<file path="config.mk">
export PLATFORM = sky130hd
export DESIGN_NAME = ps_mem_rd_arbiter
export DESIGN_NICKNAME = d
export VERILOG_FILES = /design/src/rtl/ps_mem_rd_arbiter.sv
export SDC_FILE = /design/constraint.sdc
export NUM_CORES = 1
export LEC_CHECK = 0
export CAP_MARGIN = 20
export CORE_AREA = 4 4 120 122
export DETAILED_ROUTE_END_ITERATION = 10
export DIE_AREA = 0 0 124 126
export DONT_BUFFER_PORTS = 1
export SETUP_SLACK_MARGIN = 0.02
export SLEW_MARGIN = 20
export SYNTH_ARGS = -nofsm -noshare
export SYNTH_HDL_FRONTEND = slang
export SYNTH_SLANG_ARGS = --single-unit
</file>
<file path="constraint.sdc">
create_clock -name clock -period 1.8 [get_ports clock]
set_input_delay 0.36 -clock clock [delete_from_list [all_inputs] [get_ports clock]]
set_output_delay 0.36 -clock clock [all_outputs]
set_load 0.05 [all_outputs]
</file>
<file path="src/rtl/ps_mem_rd_arbiter.sv">
// Round-robin arbiter sharing one AXI read port among N masters: one burst in
// flight, addresses remapped into the DRAM window, beat count checked vs len.
module ps_mem_rd_arbiter #(
  parameter int unsigned N        = 2,
  parameter int unsigned ID_W     = 6,
  parameter int unsigned DATA_W   = 64,
  parameter int unsigned WIN_BITS = 28,
  parameter logic [31:0] REMAP_HI = 32'd1
) (
  input  logic                clock,
  input  logic                reset_n,
  input  logic [N-1:0]        m_ar_valid,
  output logic [N-1:0]        m_ar_ready,
  input  logic [N*32-1:0]     m_ar_addr,
  input  logic [N*8-1:0]      m_ar_len,
  input  logic [N*3-1:0]      m_ar_size,
  input  logic [N*2-1:0]      m_ar_burst,
  input  logic [N*ID_W-1:0]   m_ar_id,
  output logic [N-1:0]        m_r_valid,
  input  logic [N-1:0]        m_r_ready,
  output logic [DATA_W-1:0]   m_r_data,
  output logic [1:0]          m_r_resp,
  output logic                m_r_last,
  output logic [ID_W-1:0]     m_r_id,
  output logic                s_ar_valid,
  input  logic                s_ar_ready,
  output logic [31:0]         s_ar_addr,
  output logic [7:0]          s_ar_len,
  output logic [2:0]          s_ar_size,
  output logic [1:0]          s_ar_burst,
  output logic [ID_W-1:0]     s_ar_id,
  input  logic                s_r_valid,
  output logic                s_r_ready,
  input  logic [DATA_W-1:0]   s_r_data,
  input  logic [1:0]          s_r_resp,
  input  logic                s_r_last,
  input  logic [ID_W-1:0]     s_r_id,
  output logic [N-1:0]        grant,
  output logic                len_err
);

  localparam int unsigned IDX_W = (N > 1) ? $clog2(N) : 1;

  typedef enum logic [1:0] {IDLE, ADDR, DATA} state_t;

  typedef struct packed {
    logic [31:0]     addr;
    logic [7:0]      len;
    logic [2:0]      size;
    logic [1:0]      burst;
    logic [ID_W-1:0] id;
  } ar_t;

  state_t           state_q, state_d;
  ar_t              ar_q, ar_d, sel_ar;
  logic [N-1:0]     grant_q, grant_d, pick_oh;
  logic [IDX_W-1:0] cur_q, cur_d, rr_q, rr_d, pick, cand;
  logic [8:0]       beats_q, beats_d, beats_inc, beats_tgt;
  logic             len_err_q, len_err_d;
  logic             found, r_hs;
  logic             unused_addr_hi;

  // First requester after the rr pointer, cyclically
  always_comb begin
    found = 1'b0;
    pick  = '0;
    cand  = '0;
    for (int unsigned k = 1; k <= N; k++) begin
      cand = IDX_W'((32'(rr_q) + k) % N);
      if (!found && m_ar_valid[cand]) begin
        found = 1'b1;
        pick  = cand;
      end
    end
  end

  // One-hot of the pick and its payload slice
  always_comb begin
    pick_oh = '0;
    sel_ar  = '0;
    for (int i = 0; i < int'(N); i++) begin
      if (found && pick == IDX_W'(i)) begin
        pick_oh[i]   = 1'b1;
        sel_ar.addr  = m_ar_addr[32*i +: 32];
        sel_ar.len   = m_ar_len[8*i +: 8];
        sel_ar.size  = m_ar_size[3*i +: 3];
        sel_ar.burst = m_ar_burst[2*i +: 2];
        sel_ar.id    = m_ar_id[ID_W*i +: ID_W];
      end
    end
  end

  assign unused_addr_hi = ^sel_ar.addr[31:WIN_BITS];

  assign r_hs      = s_r_valid && s_r_ready;
  assign beats_inc = (beats_q == 9'h1FF) ? beats_q : beats_q + 9'd1;
  assign beats_tgt = {1'b0, ar_q.len} + 9'd1;

  // Next-state and next-register values
  always_comb begin
    state_d   = state_q;
    ar_d      = ar_q;
    grant_d   = grant_q;
    cur_d     = cur_q;
    rr_d      = rr_q;
    beats_d   = beats_q;
    len_err_d = len_err_q;
    case (state_q)
      IDLE: begin
        if (found) begin
          state_d    = ADDR;
          grant_d    = pick_oh;
          cur_d      = pick;
          beats_d    = '0;
          ar_d       = sel_ar;
          ar_d.addr  = {REMAP_HI[31-WIN_BITS:0], sel_ar.addr[WIN_BITS-1:0]};
        end
      end
      ADDR: begin
        if (s_ar_ready) state_d = DATA;
      end
      DATA: begin
        if (r_hs) begin
          beats_d = beats_inc;
          if (s_r_last) begin
            if (beats_inc != beats_tgt) len_err_d = 1'b1;
            state_d = IDLE;
            rr_d    = cur_q;
            grant_d = '0;
          end else if (beats_inc == beats_tgt) begin
            len_err_d = 1'b1;
          end
        end
      end
      default: state_d = IDLE;
    endcase
  end

  always_ff @(posedge clock) begin
    if (!reset_n) begin
      state_q   <= IDLE;
      ar_q      <= '0;
      grant_q   <= '0;
      cur_q     <= '0;
      rr_q      <= IDX_W'(N - 1);
      beats_q   <= '0;
      len_err_q <= 1'b0;
    end else begin
      state_q   <= state_d;
      ar_q      <= ar_d;
      grant_q   <= grant_d;
      cur_q     <= cur_d;
      rr_q      <= rr_d;
      beats_q   <= beats_d;
      len_err_q <= len_err_d;
    end
  end

  // Request accept is a single-cycle pulse while idle
  assign m_ar_ready = (state_q == IDLE) ? pick_oh : '0;

  assign s_ar_valid = (state_q == ADDR);
  assign s_ar_addr  = ar_q.addr;
  assign s_ar_len   = ar_q.len;
  assign s_ar_size  = ar_q.size;
  assign s_ar_burst = ar_q.burst;
  assign s_ar_id    = ar_q.id;

  // Only valid/ready are steered; R payload is broadcast
  assign m_r_valid = (state_q == DATA) ? (grant_q & {N{s_r_valid}}) : '0;
  assign s_r_ready = (state_q == DATA) && |(grant_q & m_r_ready);
  assign m_r_data  = s_r_data;
  assign m_r_resp  = s_r_resp;
  assign m_r_last  = s_r_last;
  assign m_r_id    = s_r_id;

  assign grant   = grant_q;
  assign len_err = len_err_q;

endmodule

</file>
==> impl_metrics.ini <==
[cts]
clock_sinks = 64
path_clk_slew_ps = 60
numCtsBuffers = 9
cts.path.max_buffers = 2
cts.htree.levels = 3
clk_latency_ps = 330
clock-root-buffer = clkbuf_16
tritoncts = built
ctsHoldBuffers = 0

[yosys]
synth_compound_area_share_pct = 17.2
synthesis.instances = 456
synthSimpleGateAreaFrac_pct = 17.3
syn-cell-area_um2 = 3850
synthMuxAreaShare_pct = 9.63
yosysWarningCount = 0
synth_fa_ha_area_share_pct = 0.651
yosys.cell_types.count = 50
async_flop_share_pct = 0
synth_top_family_by_area = buffers and inverters
synth_edf_count = 0
syn_area_per_cell_um2 = 8.43
ys_ff_latch = 64
yosysSeqAreaShare_pct = 33.3
synth_xor_xnor_area_share_pct = 3.38
synthFlopType = dfxtp_1

[floorplan]
die_area_um2 = 15600
rows = 42
num_io_pins = 316
die_w_um = 124
core_area_um2 = 13200
initial_core_util_pct = 29.2
fp.dieH_um = 126

[pwr]
combPwrFrac_pct = 18.4
p_sw_share_pct = 36.0
p_sw_uw = 1670
ir_drop_v = 0.000472
leakage_uw = 0.00170
clockPowerShare_pct = 37.4
powerDensity_nw_per_um2 = 1070
pwr-share-seq_pct = 44.1
p_int_uw = 2980

[place]
dp_cells = 576
gp_congestion = 0.869
portBuffers = 0
dp_hpwl_mm = 8.66

[route]
wl_per_cell_um = 18.8
final_antenna_net_count = 0
drc = 0
route.vias.total = 3087
first_pass_iters = 5
vias_per_cell = 5.15
drtIter0Drc = 120
drt_wl_total_mm = 11.3

[worst_setup_path]
cp-end-kind = flop
reg2reg_to = len_err
setup.worst_path.end = len_err
worstSetupStartpointType = flop
startpoint = beats_q[0]
crit_type = flop to flop
critical_path_arrival_ps = 2040
crit-reg2reg-launch = beats_q[0]
worstPathMaxFanout = 5
reg2reg_slack_ps = -10
r2r.worst_path.cells = 8
required_ps = 2020

[run_status]
violations = negative setup slack
status = finished with violations

[sta]
finalCritPeriodShare_pct = 101
worstMarginPinSlew_ps = 573
min_period_ps = 1810
fin_ws_ps = -14.7
fin_tns_setup_ps = -14.7
relSlewSlack_pct = 61.7
final.setup_skew_ps = 7.36
hold_viol = 0
slew_violations = 0
setup_violations = 1
max_clock_freq_mhz = 551
rsz0062_at_grt = yes

[grt]
grtUsageTotal_pct = 13.9
grt_pass1_vias = 3091
grt_pass1_wl_mm = 16.8
overflow = 0
antenna_found_initial = 0
grt_max_degree = 42

[final_layout]
syn2layout_area_growth_pct = 13.2
drive_gt1_share_pct = 29.3
diodes = 0
seqCellArea_um2 = 1310
final_nets = 603
nFillCells = 1368
final_util_pct = 33.0
final_cells = 599
multiInputGateArea_um2 = 2030

[job]
drv_cap = 0

[hold_path]
hp-class = primary input to flop
==> kinds of logic after synthesis <==
logic type	Yosys count
AOI/OAI and AO/OA	91
adders and majority gates	2
muxes	37
DFF	64
and+or+nand+nor	140
other	1
xor gates and xnor gates	14
buffers and inverters	107
==> placed cells by master (no fill, tap or decap), types with 5 or more instances in the layout <==
| cell | n |
|---|---|
| nor3_1 | 17 |
| buf_12 | 5 |
| nor2_1 | 65 |
| dfxtp_1 | 48 |
| xnor2_1 | 6 |
| buf_6 | 6 |
| clkbuf_16 | 9 |
| o21ai_0 | 7 |
| nand3_1 | 8 |
| a21oi_1 | 11 |
| a211oi_1 | 35 |
| mux2i_1 | 37 |
| xor2_1 | 5 |
| dfxtp_2 | 13 |
| buf_4 | 41 |
| nand2_1 | 13 |
| a221oi_1 | 11 |
==> synthesized netlist by cell type (2+ instances only) <==
cell      count  area [µm²]
buf_4        80         601
nor2_1       69         259
dfxtp_1      64        1280
mux2i_1      37         370
a211oi_1     36         270
nor3_1       20         100
nand2_1      15        56.3
clkbuf_1     13        48.8
a21oi_1      12        60.1
a221oi_1     12         105
nand3_1      12        60.1
o21ai_0       9        45.0
xnor2_1       7        61.3
buf_2         6        30.0
xor2_1        6        52.6
buf_1         5        18.8
a22oi_1       4        30.0
nand4_1       4        25.0
nor2b_1       4        25.0
o21ai_1       4        20.0
and3_1        3        18.8
and2_1        2        12.5
ha_1          2        25.0
inv_1         2        7.51
o31ai_1       2        15.0
or3_1         2        12.5
==> per-layer routing <==
metal	track usage [%]	vias to the layer above	part of all wire [%]	routed length, µm
met5	0	-	0	0
met4	7.99	0	3.3	369
met3	4.75	40	9.5	1080
met2	23.2	152	51	5740
met1	15.2	1428	36	4100
li1	-	1467	-	-
==> power by group through the flow <==
| stage | Combinational, µW | Clock, µW | Sequential, µW |
|---|---|---|---|
| 4_1_cts | 841 | 1780 | 2060 |
| 2_1_floorplan | 932 | 0 | 2150 |
| 3_5_place_dp | 819 | 0 | 2090 |
| 6_report | 858 | 1740 | 2050 |
| 5_1_grt | 938 | 1860 | 2070 |
| 3_3_place_gp | 798 | 0 | 2080 |
==> per-stage QoR <==
| step | setup slack (ps) | power (µW) | hold WS (ps) | area [µm²] |
|---|---|---|---|---|
| final | -14.7 | 4650 | 99.9 | 4350 |
| after global routing | -111 | 4870 | 84.7 | 4350 |
| after CTS | -50.2 | 4680 | 85.1 | 4210 |
| after detailed placement | -181 | 2910 | 443 | 3810 |
| after global placement | -133 | 2880 | 434 | 3810 |
| after floorplan | -123 | 3080 | 432 | 3870 |
==> area by class of cell <==
type	count	area share, %
multi-input combinational	287	46.5
inverter	3	0.259
tap	176	5.06
clock buffer	10	5.26
timing repair buffer	53	11.3
clock inverter	6	1.58
sequential	64	30.1
==> registers in the layout, indices dropped and copies added (netlist names) <==
register,count
rr_q,1
s_ar_len,8
len_err,1
s_ar_id,6
grant,2
s_ar_addr,29
beats_q,9
s_ar_size,3
s_ar_burst,2
cur_q,1
state_q,2
==> repair_timing <==
action / CTS / global route
gates resized for setup: 15 / 38
hold endpoints to repair: 0 / 0
setup endpoints to repair: 4 / 8
setup buffers: 6 / 1
pin swaps: 7 / 15
==> worst min path at each step <==
stage,from,to,slack (ps),cells past startpoint
2_1_floorplan,reset_n,rr_q,430,1
3_3_place_gp,reset_n,rr_q,430,1
3_5_place_dp,reset_n,rr_q,440,1
4_1_cts,reset_n,rr_q,90,1
5_1_grt,reset_n,rr_q,80,1
6_report,reset_n,rr_q,100,1
==> worst max-delay path, stage by stage, from the launching register on <==
cell,delay (ps)
dfxtp_2,350
ha_4,170
and4_4,250
nand3_4,110
mux2i_1,200
xnor2_1,120
nor4b_4,290
a21o_1,160
nand3_1,60
No activity file was read; power rests on OpenSTA's default activity.
